[config.mk]
export PLATFORM = sky130hd
export DESIGN_NAME = lcd_init_sequencer_flat
export DESIGN_NICKNAME = d
export VERILOG_FILES = /design/src/rtl/lcd_pkg.sv /design/src/rtl/lcd_init_sequencer_if.sv /design/src/rtl/lcd_delay_timer.sv /design/src/rtl/lcd_init_sequencer.sv /design/src/flat_wrapper.sv
export SDC_FILE = /design/constraint.sdc
export NUM_CORES = 1
export LEC_CHECK = 0
export ABC_AREA = 1
export CORE_ASPECT_RATIO = 1.5
export CORE_MARGIN = 5
export CORE_UTILIZATION = 55
export CTS_BUF_LIST = sky130_fd_sc_hd__clkbuf_16
export CTS_CLUSTER_DIAMETER = 30
export DETAILED_ROUTE_END_ITERATION = 6
export MAX_ROUTING_LAYER = met4
export PLACE_DENSITY = 0.81
export RECOVER_POWER = 100
export SLEW_MARGIN = 20
export SYNTH_ARGS = -nofsm -noshare
export SYNTH_HDL_FRONTEND = slang
export SYNTH_SLANG_ARGS = --single-unit
[constraint.sdc]
create_clock -name clk -period 1.9 [get_ports clk]
set_input_delay 0.285 -clock clk [delete_from_list [all_inputs] [get_ports clk]]
set_output_delay 0.285 -clock clk [all_outputs]
set_load 0.005 [all_outputs]
[src/rtl/lcd_pkg.sv]
// Shared types and HD44780 command constants for the LCD init sequencer.
// Also holds the init ROM and the DDRAM address helper.
package lcd_pkg;

  typedef enum logic [3:0] {
    StPwrWait,
    StInitSend,
    StInitWait,
    StIdle,
    StAddrSend,
    StAddrWait,
    StCharSend,
    StCharWait,
    StClrSend,
    StClrWait
  } lcd_state_e;

  localparam logic [7:0] CMD_FUNC_SET  = 8'h38;
  localparam logic [7:0] CMD_DISP_ON   = 8'h0C;
  localparam logic [7:0] CMD_ENTRY     = 8'h06;
  localparam logic [7:0] CMD_CLEAR     = 8'h01;
  localparam logic [7:0] CMD_SET_DDRAM = 8'h80;
  localparam logic [7:0] LINE2_BASE    = 8'h40;

  function automatic logic [7:0] init_rom(input logic [1:0] idx);
    unique case (idx)
      2'd0:    init_rom = CMD_FUNC_SET;
      2'd1:    init_rom = CMD_DISP_ON;
      2'd2:    init_rom = CMD_ENTRY;
      default: init_rom = CMD_CLEAR;
    endcase
  endfunction

  // Positions 16..31 live at DDRAM 0x40.. on the second line.
  function automatic logic [7:0] ddram_cmd(input logic [4:0] pos);
    logic [7:0] addr;
    addr = {4'h0, pos[3:0]};
    if (pos[4]) addr = addr | LINE2_BASE;
    ddram_cmd = CMD_SET_DDRAM | addr;
  endfunction

endpackage

[src/rtl/lcd_init_sequencer_if.sv]
// Upstream character/clear request port of the LCD init sequencer.
interface lcd_init_sequencer_if;
  logic       char_valid;
  logic       char_ready;
  logic [7:0] char_data;
  logic [4:0] char_pos;
  logic       clear_req;

  modport master (
    output char_valid, char_data, char_pos, clear_req,
    input  char_ready
  );

  modport slave (
    input  char_valid, char_data, char_pos, clear_req,
    output char_ready
  );
endinterface

[src/rtl/lcd_delay_timer.sv]
// Loadable down-counter; done is high while the count sits at zero.
module lcd_delay_timer #(
  parameter int unsigned     Width    = 8,
  parameter logic [Width-1:0] ResetVal = '0
) (
  input  logic             clk,
  input  logic             rst,
  input  logic             load,
  input  logic [Width-1:0] load_val,
  output logic             done
);

  logic [Width-1:0] cnt_q;

  always_ff @(posedge clk or posedge rst) begin
    if (rst) begin
      cnt_q <= ResetVal;
    end else if (load) begin
      cnt_q <= load_val;
    end else if (cnt_q != '0) begin
      cnt_q <= cnt_q - 1'b1;
    end
  end

  assign done = (cnt_q == '0);

endmodule

[src/rtl/lcd_init_sequencer.sv]
// HD44780 power-on init, then serialises char writes and clears into timed lcd_send strobes.
module lcd_init_sequencer
  import lcd_pkg::*;
#(
  parameter int unsigned POWERUP_CYCLES    = 750_000,
  parameter int unsigned CMD_WAIT_CYCLES   = 2_500,
  parameter int unsigned CLEAR_WAIT_CYCLES = 82_000
) (
  input  logic                       clk,
  input  logic                       rst,
  lcd_init_sequencer_if.slave        char_if,
  output logic                       init_done,
  output logic                       busy,
  output logic [7:0]                 lcd_data_in,
  output logic                       rs_select,
  output logic                       lcd_send
);

  localparam int unsigned MaxWait =
      (POWERUP_CYCLES > CLEAR_WAIT_CYCLES) ?
      ((POWERUP_CYCLES > CMD_WAIT_CYCLES) ? POWERUP_CYCLES : CMD_WAIT_CYCLES) :
      ((CLEAR_WAIT_CYCLES > CMD_WAIT_CYCLES) ? CLEAR_WAIT_CYCLES : CMD_WAIT_CYCLES);
  localparam int unsigned CntW = $clog2(MaxWait);

  // Loaded during the send cycle; the wait state then lasts W-1 cycles so the next
  // send lands exactly W cycles after the previous one.
  localparam logic [CntW-1:0] CmdLoad = CntW'(CMD_WAIT_CYCLES - 2);
  localparam logic [CntW-1:0] ClrLoad = CntW'(CLEAR_WAIT_CYCLES - 2);
  localparam logic [CntW-1:0] PwrLoad = CntW'(POWERUP_CYCLES - 1);

  lcd_state_e      state_q, state_d;
  logic [1:0]      init_idx_q, init_idx_d;
  logic            init_done_q, init_done_d;
  logic [7:0]      data_q, data_d;
  logic            rs_q, rs_d;
  logic [4:0]      cur_pos_q, cur_pos_d;
  logic            cur_valid_q, cur_valid_d;
  logic [7:0]      char_q, char_d;
  logic [4:0]      pos_q, pos_d;
  logic            tmr_load;
  logic [CntW-1:0] tmr_val;
  logic            tmr_done;

  lcd_delay_timer #(
    .Width    (CntW),
    .ResetVal (PwrLoad)
  ) u_timer (
    .clk      (clk),
    .rst      (rst),
    .load     (tmr_load),
    .load_val (tmr_val),
    .done     (tmr_done)
  );

  always_ff @(posedge clk or posedge rst) begin
    if (rst) begin
      state_q     <= StPwrWait;
      init_idx_q  <= 2'd0;
      init_done_q <= 1'b0;
      data_q      <= 8'h00;
      rs_q        <= 1'b0;
      cur_pos_q   <= 5'd0;
      cur_valid_q <= 1'b0;
      char_q      <= 8'h00;
      pos_q       <= 5'd0;
    end else begin
      state_q     <= state_d;
      init_idx_q  <= init_idx_d;
      init_done_q <= init_done_d;
      data_q      <= data_d;
      rs_q        <= rs_d;
      cur_pos_q   <= cur_pos_d;
      cur_valid_q <= cur_valid_d;
      char_q      <= char_d;
      pos_q       <= pos_d;
    end
  end

  always_comb begin
    state_d     = state_q;
    init_idx_d  = init_idx_q;
    init_done_d = init_done_q;
    data_d      = data_q;
    rs_d        = rs_q;
    cur_pos_d   = cur_pos_q;
    cur_valid_d = cur_valid_q;
    char_d      = char_q;
    pos_d       = pos_q;
    tmr_load    = 1'b0;
    tmr_val     = CmdLoad;
    unique case (state_q)
      StPwrWait: if (tmr_done) begin
        state_d = StInitSend;
        data_d  = init_rom(init_idx_q);
        rs_d    = 1'b0;
      end
      StInitSend: begin
        tmr_load = 1'b1;
        state_d  = StInitWait;
        if (init_idx_q == 2'd3) begin
          tmr_val     = ClrLoad;
          cur_pos_d   = 5'd0;
          cur_valid_d = 1'b1;
        end
      end
      StInitWait: if (tmr_done) begin
        if (init_idx_q == 2'd3) begin
          state_d     = StIdle;
          init_done_d = 1'b1;
        end else begin
          init_idx_d = init_idx_q + 2'd1;
          state_d    = StInitSend;
          data_d     = init_rom(init_idx_q + 2'd1);
          rs_d       = 1'b0;
        end
      end
      StIdle: begin
        if (char_if.clear_req) begin
          state_d = StClrSend;
          data_d  = CMD_CLEAR;
          rs_d    = 1'b0;
        end else if (char_if.char_valid) begin
          char_d = char_if.char_data;
          pos_d  = char_if.char_pos;
          if (cur_valid_q && (char_if.char_pos == cur_pos_q)) begin
            state_d = StCharSend;
            data_d  = char_if.char_data;
            rs_d    = 1'b1;
          end else begin
            state_d = StAddrSend;
            data_d  = ddram_cmd(char_if.char_pos);
            rs_d    = 1'b0;
          end
        end
      end
      StAddrSend: begin
        tmr_load = 1'b1;
        state_d  = StAddrWait;
      end
      StAddrWait: if (tmr_done) begin
        state_d = StCharSend;
        data_d  = char_q;
        rs_d    = 1'b1;
      end
      StCharSend: begin
        tmr_load    = 1'b1;
        state_d     = StCharWait;
        cur_pos_d   = pos_q + 5'd1;
        // The controller does not wrap from the end of a line to the next one.
        cur_valid_d = (pos_q[3:0] != 4'hF);
      end
      StCharWait: if (tmr_done) state_d = StIdle;
      StClrSend: begin
        tmr_load    = 1'b1;
        tmr_val     = ClrLoad;
        state_d     = StClrWait;
        cur_pos_d   = 5'd0;
        cur_valid_d = 1'b1;
      end
      StClrWait: if (tmr_done) state_d = StIdle;
      default: state_d = StPwrWait;
    endcase
  end

  assign char_if.char_ready = (state_q == StIdle);
  assign busy        = (state_q != StIdle);
  assign init_done   = init_done_q;
  assign lcd_data_in = data_q;
  assign rs_select   = rs_q;
  assign lcd_send    = (state_q == StInitSend) || (state_q == StAddrSend) ||
                       (state_q == StCharSend) || (state_q == StClrSend);

endmodule

[src/flat_wrapper.sv]
// flat-port wrapper written by rule: the top's interface ports become plain ports
module lcd_init_sequencer_flat import lcd_pkg::*;
#(
  parameter int unsigned POWERUP_CYCLES    = 750_000,
  parameter int unsigned CMD_WAIT_CYCLES   = 2_500,
  parameter int unsigned CLEAR_WAIT_CYCLES = 82_000
)
  (clk, rst, init_done, busy, lcd_data_in, rs_select, lcd_send, char_if_char_valid, char_if_char_data, char_if_char_pos, char_if_clear_req, char_if_char_ready);
  lcd_init_sequencer_if char_if_i ();
  input  logic clk;
  input  logic rst;
  output logic init_done;
  output logic busy;
  output logic [7:0] lcd_data_in;
  output logic rs_select;
  output logic lcd_send;
  input wire logic [$bits(char_if_i.char_valid)-1:0] char_if_char_valid;
  input wire logic [$bits(char_if_i.char_data)-1:0] char_if_char_data;
  input wire logic [$bits(char_if_i.char_pos)-1:0] char_if_char_pos;
  input wire logic [$bits(char_if_i.clear_req)-1:0] char_if_clear_req;
  output wire logic [$bits(char_if_i.char_ready)-1:0] char_if_char_ready;
  assign char_if_i.char_valid = char_if_char_valid;
  assign char_if_i.char_data = char_if_char_data;
  assign char_if_i.char_pos = char_if_char_pos;
  assign char_if_i.clear_req = char_if_clear_req;
  assign char_if_char_ready = char_if_i.char_ready;
  lcd_init_sequencer #(.POWERUP_CYCLES(POWERUP_CYCLES), .CMD_WAIT_CYCLES(CMD_WAIT_CYCLES), .CLEAR_WAIT_CYCLES(CLEAR_WAIT_CYCLES)) u_core (.clk(clk), .rst(rst), .char_if(char_if_i), .init_done(init_done), .busy(busy), .lcd_data_in(lcd_data_in), .rs_select(rs_select), .lcd_send(lcd_send));
endmodule
# After elaboration in Yosys (flattened, before gate mapping)
# Index checks and enable logic that the tools add are counted.
# totals
ff_bits,55
output_inout_bits,13
wordCells,96
# op_classes
n_addsub,3
n_eq_ne,24
muxes,37
n_bitwise,2
n_reduce_logical,20
# op_table
cell,n
8-bit 2-to-1 mux,7
20-bit 2-to-1 mux,2
20-bit case mux with 2 select lines,1
4-bit case mux with 9 select lines,1
6-bit case mux with 3 select lines,2
8-bit case mux with 4 select lines,1
4-bit 2-to-1 mux,6
20-bit zero test,1
20-bit nonzero test,1
20-bit by 1-bit subtractor with 20-bit output (second input constant),1
17-bit 2-to-1 mux,1
4-bit by 3-bit == test with 1-bit output (second input constant),4
5-bit case mux with 3 select lines,1
2-bit by 1-bit != test with 1-bit output (second input constant),5
1-bit 2-to-1 mux,9
3-bit AND reduction,3
4-bit by 2-bit == test with 1-bit output (second input constant),2
4-bit == test (second input constant),2
7-bit 2-to-1 mux,1
2-bit == test (second input constant),3
6-bit AND reduction,1
5-bit by 1-bit adder with 5-bit output (second input constant),1
5-bit == test,1
5-bit 2-to-1 mux,1
22 further kinds,28

# Logic depth before layout (Yosys ltp)
# Gate-level depths: netlist of run 1.
# depth
word_depth,6
ltp_mapped,13
depth_no_buf,12

# Hierarchy
# From an unflattened synthesis of run 1, not the netlist that was laid out.
# unflattened
cells_unflattened,490
hier_area_um2,3595.9
# by_module_without_submodules
module,instances,cells_per_inst,area_each_um2
lcd_init_sequencer,1,307,2190.9
lcd_delay_timer,1,183,1405.1

# Least setup slack after synthesis of run 1
# Ideal clock, no wire load.
# synth_timing
kind,reg-to-reg
from,register u_core.u_timer.cnt_q[0]
to,"register u_core.rs_q, in the netlist u_core.rs_select"
t_arrival_ns,1.525
t_required_ns,1.778
setup_slack_ns,0.253
path_stages_with_launch,13
path_buffers,1
period_less_slack_ns,1.647
cell_sequence,dfstp_2 > inv_1 > ha_1 > inv_1 > nor2_1 > nand2_1 > nor2_1 > nand3_2 > nand2_2 > nand3_4 > buf_8 > nand2_1 > o21ai_2
# synth_between
elab_chain_cells,3
word_cells_on_any_way,5
cone_classes,3 x eq/ne; 2 x reduce/logical
# synth_rtl
element,line,source
start: declaration,lcd_delay_timer.sv:13,logic [Width-1:0] cnt_q;
start signal: assignment,lcd_delay_timer.sv:17,cnt_q <= ResetVal;
start signal: assignment,lcd_delay_timer.sv:19,cnt_q <= load_val;
start signal: assignment,lcd_delay_timer.sv:21,cnt_q <= cnt_q - 1'b1;
20-bit zero test *,lcd_delay_timer.sv:25,assign done = (cnt_q == '0);
2-bit by 1-bit != test with 1-bit output (no line),-,
6-bit AND reduction (no line) *,-,
end signal: assignment,lcd_init_sequencer.sv:71,rs_q <= rs_d;
end: declaration,lcd_init_sequencer.sv:35,"logic rs_q, rs_d;"
# Mark *: on every way between the ends. The rest lies on a longest branch, timed or not.
# A chain may end at the register's enable or synchronous reset.

# Worst setup path in the final report of run 1
# layout_timing
from,register u_core.state_q[3]
to,"register u_core.data_q[7], in the netlist u_core.lcd_data_in[7]"
# layout_between
elab_chain_cells,3
word_cells_on_any_way,12
cone_classes,8 x eq/ne; 1 x mux; 3 x reduce/logical
# layout_rtl
element,line,source
start: declaration,lcd_init_sequencer.sv:31,"lcd_state_e state_q, state_d;"
start signal: assignment,lcd_init_sequencer.sv:57,state_q <= StPwrWait;
start signal: assignment,lcd_init_sequencer.sv:67,state_q <= state_d;
4-bit by 2-bit == test with 1-bit output (tied with other cells),lcd_init_sequencer.sv:91,unique case (state_q)
3-bit != test (no line) (tied with other cells),-,
6-bit AND reduction (no line),-,
end signal: assignment,lcd_init_sequencer.sv:70,data_q <= data_d;
end: declaration,lcd_init_sequencer.sv:34,"logic [7:0] data_q, data_d;"
# Several ways; a longest one is shown, not always the timed one.

==> results summary, run 1 <==
In the routed layout, each cell is associated on average with a via count of 5.50. The number of maximum-capacitance violations is 0. The peak ir drop on the vdd network came out at 0.449 mV. In this run, the clock network consumes 41.0% of the power. In this run the worst path has a maximum fanout of 15. The sequential power share is 54.3%. The minimum clock period after layout is 1.86 ns. The internal power summed over all cells came out at 0.00171 W.

The wire length reported by the detailed router came out at 9.45 mm. For the final database, setup skew stands at 0.00904 ns. The combinational share of power is 4.7%. The post-synthesis cell count came out at 469. STA classifies the critical path endpoint as a register. The floorplan die area came out at 8030 sq um. The area of the core is 6130 sq um. The count of final setup violators came out at 0. The count of routing violations after the opening detailed-route iteration is 130.

The remaining antenna violation count after routing came out at 0. After synthesis, the share of flip-flops with an asynchronous set or reset is 100%. The fraction of synthesized cell area taken by the top area cell type came out at 30.3%. The final number of max-transition violations came out at 0. The number of placed instances, taps included is 581. The leakage power came out at 2.16 nW. For the pin with the worst max-slew slack, the measured transition is 1.24 ns.

The CTS clock-pin slew for the worst setup and hold paths came out at 0.07 ns. The later-pin clock latency in the skew report came out at 0.30 ns. In this run the critical register-to-register path is launched from u_core.state_q[3]. The cell area after technology mapping came out at 3470 sq um.

The vias after detailed routing is 3346. The placed wire-length estimate is 6.70 mm. Yosys instantiated no cell more often than sky130_fd_sc_hd__nand2_1. The maximum level of the CTS H-tree came out at 2. The width of the chip is 74.8 um. The largest net degree at the start of global routing came out at 56. The number of global-route vias before repair is 3398. The area added between synthesis and finish is 22.7%. The part of the cycle the worst path needs came out at 97.7%. The post-place setup slack came out at -0.0211 ns. The number of top-level pins came out at 30. The clock passes through at most 2 buffers. sky130_fd_sc_hd__dfrtp_1 takes more of the synthesized area than any other cell.

Sorting the synthesized cells by how often they occur yields sky130_fd_sc_hd__nand2_1, sky130_fd_sc_hd__nor2_1, sky130_fd_sc_hd__inv_1. The overall global routing resource usage is 26.0%. The first global-routing pass estimated 15.7 mm of wire. The count of state elements after synthesis is 55.

The total grt overflow came out at 0. The clock tree root buffer cell is sky130_fd_sc_hd__clkbuf_16. Setup repair after global routing could not meet its margin everywhere. The number of detailed-route iterations in the first pass came out at 6. The highest achievable clock rate came out at 0.539 GHz.

In the routed design, unresolved DRC markers number 0. The arrival time of the worst setup path came out at 2.05 ns. The worst-case headroom to the max-slew limit came out at 17.2%.

The number of buffers added to fix hold violations after cts is 0. The post-detailed-route wirelength per cell came out at 15.5 um. The CTS sink count came out at 55. The initial antenna violation count is 0. The critical path required time came out at 2.09 ns.

The total number of placement rows is 35. Synthesis produced a netlist with a net count of 497. The CTS tree is built. The most critical setup path has its startpoint at u_core.state_q[3]. The power per cell area came out at 515 nW/um^2. The number of diodes is 0. Yosys mapped a number of flops with a built-in enable equal to 0. The tightest min-delay check is of the register to register type.

The number of endpoints with negative hold slack in the final report came to 0. The non-filler instance count after layout is 608. The run finished with clean final reports. The critical path is of the register to register type. The net load switching power came out at 0.000486 W. In the synthesized netlist the dominant register cell turns out to be sky130_fd_sc_hd__dfrtp_1.

The worst hold path begins at u_core.lcd_data_in[4]. The global placement routability congestion came out at 0.985. The final net count came out at 561. The starting utilization of the core area is 56.6%. The share of the Yosys chip area taken by registers is 40.2%. The ratio of cells with drive above 1 in the final layout is 19.3%. The final setup slack of the worst path came out at 0.0435 ns. The number of distinct library cell variants in the gate-level netlist after synthesis came out at 41. The startpoint type of the worst setup path is a register. The port buffer count came out at 29. Yosys printed 0 warnings. Sorting the synthesized cells by area gives the leading types as sky130_fd_sc_hd__dfrtp_1, sky130_fd_sc_hd__nand2_1, sky130_fd_sc_hd__dfstp_2, sky130_fd_sc_hd__nor2_1, sky130_fd_sc_hd__inv_1. The fraction of power spent switching nets is 22.2%.

Clock tree synthesis inserted a total of 5 buffers. The average size of a mapped cell is 7.40 sq um. The die is 107 um tall.
==> routing by layer <==
layer	part of all wire (%)	routed length [um]	vias to the layer above	GRT usage, %
met5	0	0	-	-
met4	7.1	675	0	16.3
met3	3.4	325	54	2.80
met2	54	5130	108	45.6
met1	35	3320	1573	26.6
li1	-	-	1611	-
==> worst max-delay path, cell delays in order (launching register included) <==
cell and delay (ns):
sky130_fd_sc_hd__dfrtp_2 0.45, sky130_fd_sc_hd__nor2_4 0.16, sky130_fd_sc_hd__buf_4 0.15, sky130_fd_sc_hd__nand2_2 0.10
sky130_fd_sc_hd__nor2_4 0.24, sky130_fd_sc_hd__nand2_2 0.10, sky130_fd_sc_hd__nand2_1 0.11, sky130_fd_sc_hd__inv_2 0.06
sky130_fd_sc_hd__nand3_4 0.17, sky130_fd_sc_hd__inv_2 0.08, sky130_fd_sc_hd__nand2_1 0.08, sky130_fd_sc_hd__nand2_1 0.06
==> power groups by stage <==
stage / clock network, W / registers [W] / logic, W
after global placement: 0 / 0.00121 / 0.000107
after floorplan: 0 / 0.00121 / 0.0000476
final: 0.000899 / 0.00119 / 0.000102
after global routing: 0.000954 / 0.00119 / 0.000115
after CTS: 0.000908 / 0.00119 / 0.000109
after detailed placement: 0 / 0.00121 / 0.000109
==> worst paths after layout <==
check                                        end  slack (ns)  cells after the start
max                        u_core.lcd_data_in[7]        0.04                     11
min                        u_core.lcd_data_in[4]        0.47                      2
max reg2reg                u_core.lcd_data_in[7]        0.04                     11
min reg2reg                u_core.lcd_data_in[4]        0.47                      2
max in group asynchronous      u_core.state_q[2]        0.35                      3
min in group asynchronous  u_core.lcd_data_in[3]        0.69                      3
==> kinds of logic (layout without fill, tap and decap cells) <==
logic type / Yosys count / count (layout) / synth area share [%]
simple gates: 271 / 271 / 35.9
buf+inv: 64 / 129 / 7.40
fa+ha+maj: 11 / 11 / 3.97
mux: 3 / 3 / 0.974
flops: 55 / 55 / 40.2
xor+xnor: 12 / 12 / 3.03
compound gates: 53 / 53 / 8.59
==> cells in the final DEF (no fill, tap or decap), types with 4 or more instances in the layout <==
cell type / count
sky130_fd_sc_hd__nand2_2: 11
sky130_fd_sc_hd__nor3_1: 7
sky130_fd_sc_hd__ha_1: 11
sky130_fd_sc_hd__dfrtp_1: 38
sky130_fd_sc_hd__a21oi_1: 14
sky130_fd_sc_hd__dfrtp_2: 4
sky130_fd_sc_hd__nand2_1: 138
sky130_fd_sc_hd__dlygate4sd3_1: 8
sky130_fd_sc_hd__nor2_4: 6
sky130_fd_sc_hd__buf_4: 32
sky130_fd_sc_hd__xor2_1: 9
sky130_fd_sc_hd__nor2_1: 56
sky130_fd_sc_hd__dfstp_2: 13
sky130_fd_sc_hd__clkbuf_16: 5
sky130_fd_sc_hd__o21ai_0: 12
sky130_fd_sc_hd__clkdlybuf4s50_1: 20
sky130_fd_sc_hd__nand3_1: 30
sky130_fd_sc_hd__inv_1: 47
sky130_fd_sc_hd__o21ai_1: 13
sky130_fd_sc_hd__nand4_1: 5
sky130_fd_sc_hd__inv_2: 8
sky130_fd_sc_hd__o22ai_1: 4
==> stage by stage <==
| stage | utilization, % | TNS (ns) | power (W) | area [sq um] | hold slack [ns] |
|---|---|---|---|---|---|
| 6_report | 69.4 | 0 | 0.00219 | 4250 | 0.475 |
| 3_5_place_dp | 64.2 | -0.0211 | 0.00132 | 3930 | 0.465 |
| 4_1_cts | 68.7 | 0 | 0.00221 | 4210 | 0.372 |
| 5_1_grt | 69.4 | -0.0203 | 0.00226 | 4250 | 0.508 |
| 3_3_place_gp | 64.2 | -0.00874 | 0.00132 | 3930 | 0.464 |
| 2_1_floorplan | - | 0 | 0.00126 | 3470 | 0.435 |
==> flip-flops by register name (all words and copies together), names as in the netlist <==
register,count
u_core.u_timer.cnt_q,20
u_core.char_q,8
u_core.lcd_data_in,8
u_core.cur_pos_q,5
u_core.pos_q,5
u_core.state_q,4
u_core.init_idx_q,2
u_core.cur_valid_q,1
u_core.init_done,1
u_core.rs_select,1
==> cell type report <==
cell class / instances / area (sq um)
Tap cell: 74 / 92.6
Sequential cell: 55 / 1400
Inverter: 59 / 234
Clock inverter: 3 / 12.5
Fill cell: 517 / 1880
Multi-Input combinational cell: 350 / 1860
Timing Repair Buffer: 62 / 534
Clock buffer: 5 / 125
==> repair_timing <==
item / in CTS / in global routing
cloned: 0 / 0
gates resized for setup: 13 / 10
setup endpoints to repair: 3 / 16
buffers inserted: 15 / 4
pin swaps: 4 / 2
hold endpoints to repair: 0 / 0
No activity file was read; power rests on OpenSTA's default activity.
==> run 2: changes to the inputs <==
- CORE_ASPECT_RATIO: 1.5 -> 1.2
==> run 2 against run 1 <==
Critical path depth decreased by 7; register-to-register slack gained 0.09 ns; cell area fell by 0.29%; maximum frequency is 0.52% higher; global-route usage decreased by 3.0 points; clock power increased by 17%; flip-flop and latch count did not move; via count decreased by 2.0%; sequential power about the same; highest routed layer unchanged; non-clock buffer count decreased by 5; power grew 6.7%; hold slack improved by 0.0025 ns.
==> results summary, run 2 (synthesis results as in run 1) <==
The run finished with clean final reports. The leakage power came out at 2.15 nW (-0.58%). The final standard cell area without fillers came out at 4240 sq um (-0.29%).

Walking the worst path, the cells encountered are nor2_4 > nand2_4 > inv_4 > clkdlybuf4s50_1. The flip-flop count of the largest register, all copies and words added came out at 20 (unchanged). The internal power summed over all cells is 0.00185 W (+8.4%). The number of maximum-capacitance violations came out at 0 (unchanged). The cell depth of the worst setup path was 4 (-7). The tree is rooted in a sky130_fd_sc_hd__clkbuf_16. The minimum clock period after layout is 1.85 ns (-0.00961 ns). The total number of placement rows came out at 31 (-11%). The remaining antenna violation count after routing is 0 (unchanged). The arrival time of the worst setup path is 1.56 ns (-0.49 ns). The number of detailed-route iterations in the first pass came out at 4 (-2).

The global-route track usage on met3 came out at 3.53% (+0.73 points). On the critical path the largest part of the delay comes from buffers and inverters. The largest buffer count on any clock path came out at 2 (unchanged).

met2 is the most crowded layer. The fraction of power spent switching nets came out at 20.9% (-1.3 points). The maximum level of the CTS H-tree came out at 2 (unchanged). The initial antenna violation count was 0 (unchanged). The count of routing violations after the opening detailed-route iteration came out at 115 (-12%). The number of diodes came to 0 (unchanged). The global-route met1 utilization is 24.8% (-1.8 points). The number of endpoints with negative hold slack in the final report is 0 (unchanged). The area of the core came out at 6090 sq um (-0.67%). The starting utilization of the core area is 57.0% (+0.38 points). The post-route total power is 0.00234 W (+6.7%).

The peak ir drop on the vdd network is 0.492 mV (+9.6%). The die height is 97.0 um (-9.6%). The largest net degree at the start of global routing was 56 (unchanged).

The post-detailed-route wirelength per cell is 13.9 um (-10%). In this run the worst hold path is classified as register to register. The worst-case headroom to the max-slew limit is 19.9% (+2.7 points). The total grt overflow came to 0 (unchanged). The number of clock buffers inserted by TritonCTS was 5 (unchanged). The final setup slack of the worst path came to 0.0531 ns (+0.00961 ns). The logic depth of the worst register-to-register path is 10 (-1). STA classifies the critical path startpoint as a register.

The CTS tree is built. The pin slew with the least headroom to its limit came out at 1.20 ns (-0.0409 ns). The type of element capturing the critical path is an output pin. The global-route wire length before repair came out at 14.3 mm (-8.8%). The number of buffer and inverter stages on the critical path came out at 2 (-1). The CTS clock-pin slew for the worst setup and hold paths was 0.07 ns (about the same). The area added between synthesis and finish came out at 22.3%. Leaving out fill and tap cells, the most frequent cell in the layout is sky130_fd_sc_hd__nand2_1. The power per cell area is 551 nW/um^2 (+7.0%). The cell area reported after detailed placement came to 3920 sq um (-0.32%). The final net count is 557 (-0.71%). The placed wire-length estimate is 6.01 mm (-10%). The detailed-route vias per instance is 5.36 (-2.6%). The slowest stage of the critical path belongs to the cell sky130_fd_sc_hd__clkdlybuf4s50_1. The port buffer count came out at 29 (unchanged). The sequential power share is 50.8% (-3.5 points).

The critical path required time came out at 1.62 ns (-0.47 ns). The count of final setup violators came out at 0 (unchanged). The maximum clock skew at final layout is 0.00566 ns (-0.00338 ns).

The wire length reported by the detailed router is 8.52 mm (-9.8%). The clock share of power is 44.8% (+3.8 points). The highest achievable clock rate is 0.541 GHz (+0.52%). The ratio of cells with drive above 1 in the final layout is 17.4% (-1.9 points).

The highest net fanout along the worst path came out at 4 (-11). The final core area utilization is 69.7% (+0.27 points). The combinational share of power is 4.3% (-0.4 points).

The post-place setup slack is -0.0183 ns (+0.00280 ns). The CTS sink count came out at 55 (unchanged). The vias after detailed routing was 3280 (-2.0%).

The floorplan die area came out at 8000 sq um (-0.33%). The number of top-level pins is 30 (unchanged). The width of the chip is 82.5 um (+10%). The critical path in this run is classified as register to output pin. The worst hold slack after final layout is 0.477 ns (+0.00248 ns).

The fraction of met2 tracks used by global routing was 40.7% (-4.8 points). Ranked by flip-flop count, first place goes to u_core.u_timer.cnt_q. In the layout the commonest cells are sky130_fd_sc_hd__nand2_1, sky130_fd_sc_hd__nor2_1, sky130_fd_sc_hd__inv_1. The later-pin clock latency in the skew report is 0.29 ns (about the same). The number of global-route vias before repair came out at 3269 (-3.8%). The overall global routing resource usage came out at 23.0% (-3.0 points). The final number of max-transition violations is 0 (unchanged). The part of the cycle the worst path needs was 97.2% (-0.51 points). The number of remaining DRC errors came to 0 (unchanged). The global placement routability congestion is 0.951 (-3.4%). The net load switching power is 0.000489 W (+0.69%). The cell depth of the worst hold path was 2 (unchanged). The delay contributed by the slowest stage of the critical path is 0.50 ns (+0.05 ns).
-- run 2: cell types whose count changed in the layout (fill, tap and decap cells not counted), sizes merged, moves of 2 or more --
cell           previous run  this run
buf                      33        22
clkbuf                    5        11
clkdlybuf4s50            20        18
dlygate4sd3               8        10
-- run 2: layout make-up --
class | instances | area (sq um)
Tap cell | 82 | 103
Fill cell | 498 | 1850
Clock inverter | 3 | 43.8
Timing Repair Buffer | 57 | 487
Inverter | 59 | 234
Clock buffer | 5 | 125
Sequential cell | 55 | 1400
Multi-Input combinational cell | 351 | 1850
-- run 2: routing by layer --
layer / up-vias / wire [um]
li1: 1616 / -
met1: 1536 / 3360
met2: 99 / 4540
met3: 29 / 309
met4: 0 / 307
met5: - / 0
-- run 2: power groups by stage --
stage               Sequential (W)  Clock (W)  Combinational, W
global route               0.00119    0.00111          0.000115
floorplan                  0.00121          0         0.0000476
CTS                        0.00119    0.00107          0.000108
global placement           0.00121          0          0.000106
finish                     0.00119    0.00105          0.000102
detailed placement         0.00121          0          0.000107
-- run 2: worst paths after layout --
check                                 startpoint                        to  slack, ns
setup / recovery               u_core.state_q[2]        char_if_char_ready       0.05
hold / removal             u_core.lcd_data_in[5]     u_core.lcd_data_in[5]       0.48
setup reg to reg               u_core.state_q[2]  u_core.u_timer.cnt_q[18]       0.13
hold reg to reg            u_core.lcd_data_in[5]     u_core.lcd_data_in[5]       0.48
max in group asynchronous                    rst         u_core.state_q[0]       0.38
min in group asynchronous                    rst  u_core.u_timer.cnt_q[15]       0.70
-- run 2: per-stage QoR --
stage	instances	TNS, ns
after CTS	608	0
after detailed placement	586	-0.0183
after floorplan	469	0
after global routing	612	-0.0174
after global placement	586	0
final	612	0
-- run 2: tightest hold or removal path: stages (launching register included) --
cell and delay (ns):
sky130_fd_sc_hd__dfrtp_1 0.34, sky130_fd_sc_hd__nand2_1 0.05, sky130_fd_sc_hd__nand2_1 0.06
-- run 2: timing repair --
| action | 4_1_cts | 5_1_grt |
|---|---|---|
| setup endpoints to repair | 3 | 11 |
| resized for setup | 14 | 8 |
| buffers inserted | 14 | 3 |
| pin swaps | 4 | 7 |
| cloned | 0 | 1 |
| hold buffers | 0 | 0 |
==> run 3: changes to the inputs <==
- ABC_AREA: 1 -> not set
- PLACE_DENSITY: 0.81 -> 0.82
==> run 3 against run 2 <==
The run now ends with setup timing left; register-to-register slack lost 0.41 ns; core utilization rose by 9.8 points; count of clock-buffer cells in the layout is the same; combinational power rose to 43 times the previous value; first-iteration DRC count rose to 2.7 times the previous value; flip-flop and latch count unchanged; hold slack better by 0.016 ns; synthesized cell count shrank 28%; clock power shrank 11%; largest power group is now combinational logic.
==> results summary, run 3 <==
The flow ran to the end, but the final reports show violations. The checks that failed: setup timing. The initial antenna violation count came out at 0 (unchanged). The worst hold slack after final layout is 0.493 ns (+0.0161 ns). The number of enable flip-flop cells after synthesis is 0 (unchanged). Setup repair after global routing could not meet its margin everywhere. The placed wire-length estimate came out at 6.61 mm (+10%).

The global-route wire length before repair is 15.8 mm (+11%). The count of fill cells added during filler insertion was 354 (-29%). The power per cell area is 1510 nW/um^2 (+170%).

The worst-case headroom to the max-slew limit came out at 7.25% (-13 points). The post-detailed-route wirelength per cell is 21.1 um (+52%). After synthesis, the most frequently instantiated cells are sky130_fd_sc_hd__dfrtp_1, sky130_fd_sc_hd__nor2_1, sky130_fd_sc_hd__nand2_1. The number of global-route vias before repair was 3282 (+0.40%). The maximum clock skew at final layout is 0.00783 ns (+0.00217 ns). The pin slew with the least headroom to its limit is 1.39 ns (+0.190 ns).

The largest net degree at the start of global routing is 56 (unchanged). The detailed-route vias per instance is 6.22 (+16%). The count of state elements after synthesis was 55 (unchanged). The minimum clock period after layout is 2.18 ns (+0.336 ns). The total grt overflow came out at 0 (unchanged). The later-pin clock latency in the skew report is 0.30 ns (about the same). The worst setup path is captured at a register. The number of top-level pins came out at 30 (unchanged). The area of the core came out at 6050 sq um (-0.64%). The largest buffer count on any clock path is 2 (unchanged). The worst hold path belongs to the class register to register. The number of detailed-route iterations in the first pass came out at 5 (+1). The tree is rooted in a sky130_fd_sc_hd__clkbuf_16. The number of endpoints with negative hold slack in the final report is 0 (unchanged). The met1 routed wirelength after detailed routing came out at 4.15 mm (+23%). The count of final setup violators is 43 (+43). The post-synthesis cell count came out at 338 (-28%). The maximum level of the CTS H-tree is 2 (unchanged). The port buffer count was 29 (unchanged). The number of distinct library cell variants in the gate-level netlist after synthesis came out at 70 (+71%). The count of routing violations after the opening detailed-route iteration came to 311 (+170%). In the post-synthesis netlist, the biggest area contributors are sky130_fd_sc_hd__dfrtp_1, sky130_fd_sc_hd__dfstp_2, sky130_fd_sc_hd__ha_1, sky130_fd_sc_hd__mux2_4, sky130_fd_sc_hd__xnor2_1. The CTS clock-pin slew for the worst setup and hold paths is 0.08 ns (about the same).

The final net count came out at 479 (-14%). The met2 wirelength from detailed routing came out at 5.69 mm (+25%). The remaining antenna violation count after routing is 0 (unchanged).

The most common cell in the netlist is sky130_fd_sc_hd__dfrtp_1. The width of the chip was 81.8 um (-0.81%). The worst setup path category is register to register. The top cell types in the final layout, fill and taps aside, are sky130_fd_sc_hd__buf_4, sky130_fd_sc_hd__dfrtp_1, sky130_fd_sc_hd__nor2_1.

The final number of max-transition violations came out at 0 (unchanged). The final setup slack of the worst path came to -0.283 ns (-0.336 ns). The total number of placement rows came to 31 (unchanged). The global placement routability congestion came out at 0.977 (+2.7%). The dominant register cell in the synthesized netlist is sky130_fd_sc_hd__dfrtp_1. The floorplan die area came out at 7870 sq um (-1.6%). The vias after detailed routing came out at 3324 (+1.3%).

More flip-flops sit in one register than any other, and that register is u_core.u_timer.cnt_q. The highest net fanout along the worst path came out at 2 (-2). The critical path required time is 2.08 ns (+0.46 ns). The highest achievable clock rate is 0.458 GHz (-15%). The die height is 96.2 um (-0.83%). The cell area reported after detailed placement is 4320 sq um (+10%).

The leading cell type in the layout, fill and taps excluded is sky130_fd_sc_hd__buf_4. The number of buffers added to fix hold violations after cts was 0 (unchanged). The post-place setup slack is -0.274 ns (-0.256 ns). The number of diodes is 0 (unchanged). The arrival time of the worst setup path came to 2.36 ns (+0.80 ns). Routed signal wires occupy layers up through met4.

The sequential share of the synthesized area was 40.9% (+0.75 points). The overall global routing resource usage is 27.3% (+4.3 points). The ratio of cells with drive above 1 in the final layout was 41.2% (+24 points). The cell taking the most area after synthesis is sky130_fd_sc_hd__dfrtp_1.

The fraction of synthesized cell area taken by the top area cell type came out at 30.9% (+0.57 points). The synthesis warning total is 0 (unchanged). The total nets after synthesis is 366 (-26%). The peak ir drop on the vdd network came out at 0.886 mV (+80%). The flip-flop count of the largest register, all copies and words added came to 20 (unchanged).

The CTS sink count is 55 (unchanged). TritonCTS built the clock tree. The starting utilization of the core area is 56.3% (-0.69 points). The number of clock buffers inserted by TritonCTS is 5 (unchanged). The wire length reported by the detailed router came out at 11.3 mm (+32%). The part of the cycle the worst path needs came to 115% (+18 points). The routed wire length on met3 is 772 um (+150%). The cell area after technology mapping came to 3400 sq um (-1.8%).

The final standard cell area without fillers came out at 4810 sq um (+13%). The number of maximum-capacitance violations is 0 (unchanged). The area added between synthesis and finish is 41.3%. The number of remaining DRC errors came out at 0 (unchanged). The startpoint type of the worst setup path is a register. The leakage power came out at 2.13 nW (-0.76%). The share of flip-flops with an asynchronous set or reset is 100% (unchanged). The average size of a mapped cell was 10.1 sq um (+36%).
==> run 3: cell count changes after synthesis, moves of 10 or more <==
cell	previous run	this run
sky130_fd_sc_hd__nor2_1	57	27
sky130_fd_sc_hd__nand2_1	140	26
sky130_fd_sc_hd__nand2_2	10	0
sky130_fd_sc_hd__nand3_1	30	5
sky130_fd_sc_hd__inv_1	50	14
sky130_fd_sc_hd__xnor2_1	3	15
sky130_fd_sc_hd__o21ai_1	13	0
==> run 3: final timing paths <==
path / slack, ns / end / cells past startpoint / startpoint
hold reg to reg: 0.49 / u_core.init_done / 1 / u_core.init_done
max in group asynchronous: 0.06 / u_core.state_q[2] / 3 / rst
setup / recovery: -0.28 / u_core.init_idx_q[1] / 8 / u_core.u_timer.cnt_q[0]
min in group asynchronous: 0.91 / u_core.u_timer.cnt_q[10] / 3 / rst
hold / removal: 0.49 / u_core.init_done / 1 / u_core.init_done
setup reg to reg: -0.28 / u_core.init_idx_q[1] / 8 / u_core.u_timer.cnt_q[0]
==> run 3: cell type report <==
class / instances / area [sq um] / share of cell area, %
repair buffers: 121 / 1020 / 21.1
inverters: 16 / 61.3 / 1.27
flip-flops and latches: 55 / 1400 / 29.0
multi-input cells: 252 / 2090 / 43.5
clock inverters: 3 / 17.5 / 0.364
well taps: 82 / 103 / 2.13
clock buffers: 5 / 125 / 2.60
==> run 3: where the power goes <==
part	leakage [nW]	total, W	internal (W)	switching (W)
Clock	0.0716	0.000932	0.000488	0.000443
Sequential	0.666	0.00200	0.00165	0.000345
Combinational	1.40	0.00434	0.00216	0.00218
==> run 3: routing by layer <==
metal	vias to the layer above	global-route usage (%)
li1	1441	-
met1	1604	31.9
met2	219	45.1
met3	60	4.68
met4	0	13.6
met5	-	-
==> run 3: cell families (layout without fill, tap and decap cells) <==
family | Yosys count | in the layout | share of synthesized area (%)
AND/OR/NAND/NOR | 115 | 115 | 21.2
AO/OA/AOI/OAI | 80 | 80 | 15.2
flip-flops | 55 | 55 | 40.9
buffers and inverters | 31 | 145 | 4.26
XOR/XNOR | 25 | 25 | 6.43
multiplexers | 21 | 21 | 7.90
adder cells (fa/ha/maj) | 11 | 11 | 4.04
==> run 3: timing repair <==
item,in CTS,in global routing
gates resized for setup,34,32
buffers inserted,7,7
cloned,0,1
endpoints found under the setup margin,36,49
pin swaps,11,14
==> run 3: critical path: stages (launching register included) <==
cell	delay, ns
sky130_fd_sc_hd__dfstp_2	0.38
sky130_fd_sc_hd__inv_2	0.08
sky130_fd_sc_hd__ha_4	0.12
sky130_fd_sc_hd__nor4b_4	0.24
sky130_fd_sc_hd__buf_4	0.19
sky130_fd_sc_hd__nand4_1	0.18
sky130_fd_sc_hd__or2_4	0.33
sky130_fd_sc_hd__nor4_4	0.20
sky130_fd_sc_hd__mux2_1	0.35
==> run 3: metrics by stage <==
| stage | total power [W] | util (%) | TNS [ns] | std cells |
|---|---|---|---|---|
| final | 0.00727 | 79.5 | -7.55 | 534 |
| after global routing | 0.00759 | 79.5 | -15.89 | 534 |
| after CTS | 0.00671 | 76.6 | -2.96 | 527 |
| after detailed placement | 0.00540 | 71.4 | -5.06 | 512 |
| after global placement | 0.00526 | 71.4 | -3.88 | 512 |
| after floorplan | 0.00399 | - | -0.467 | 338 |
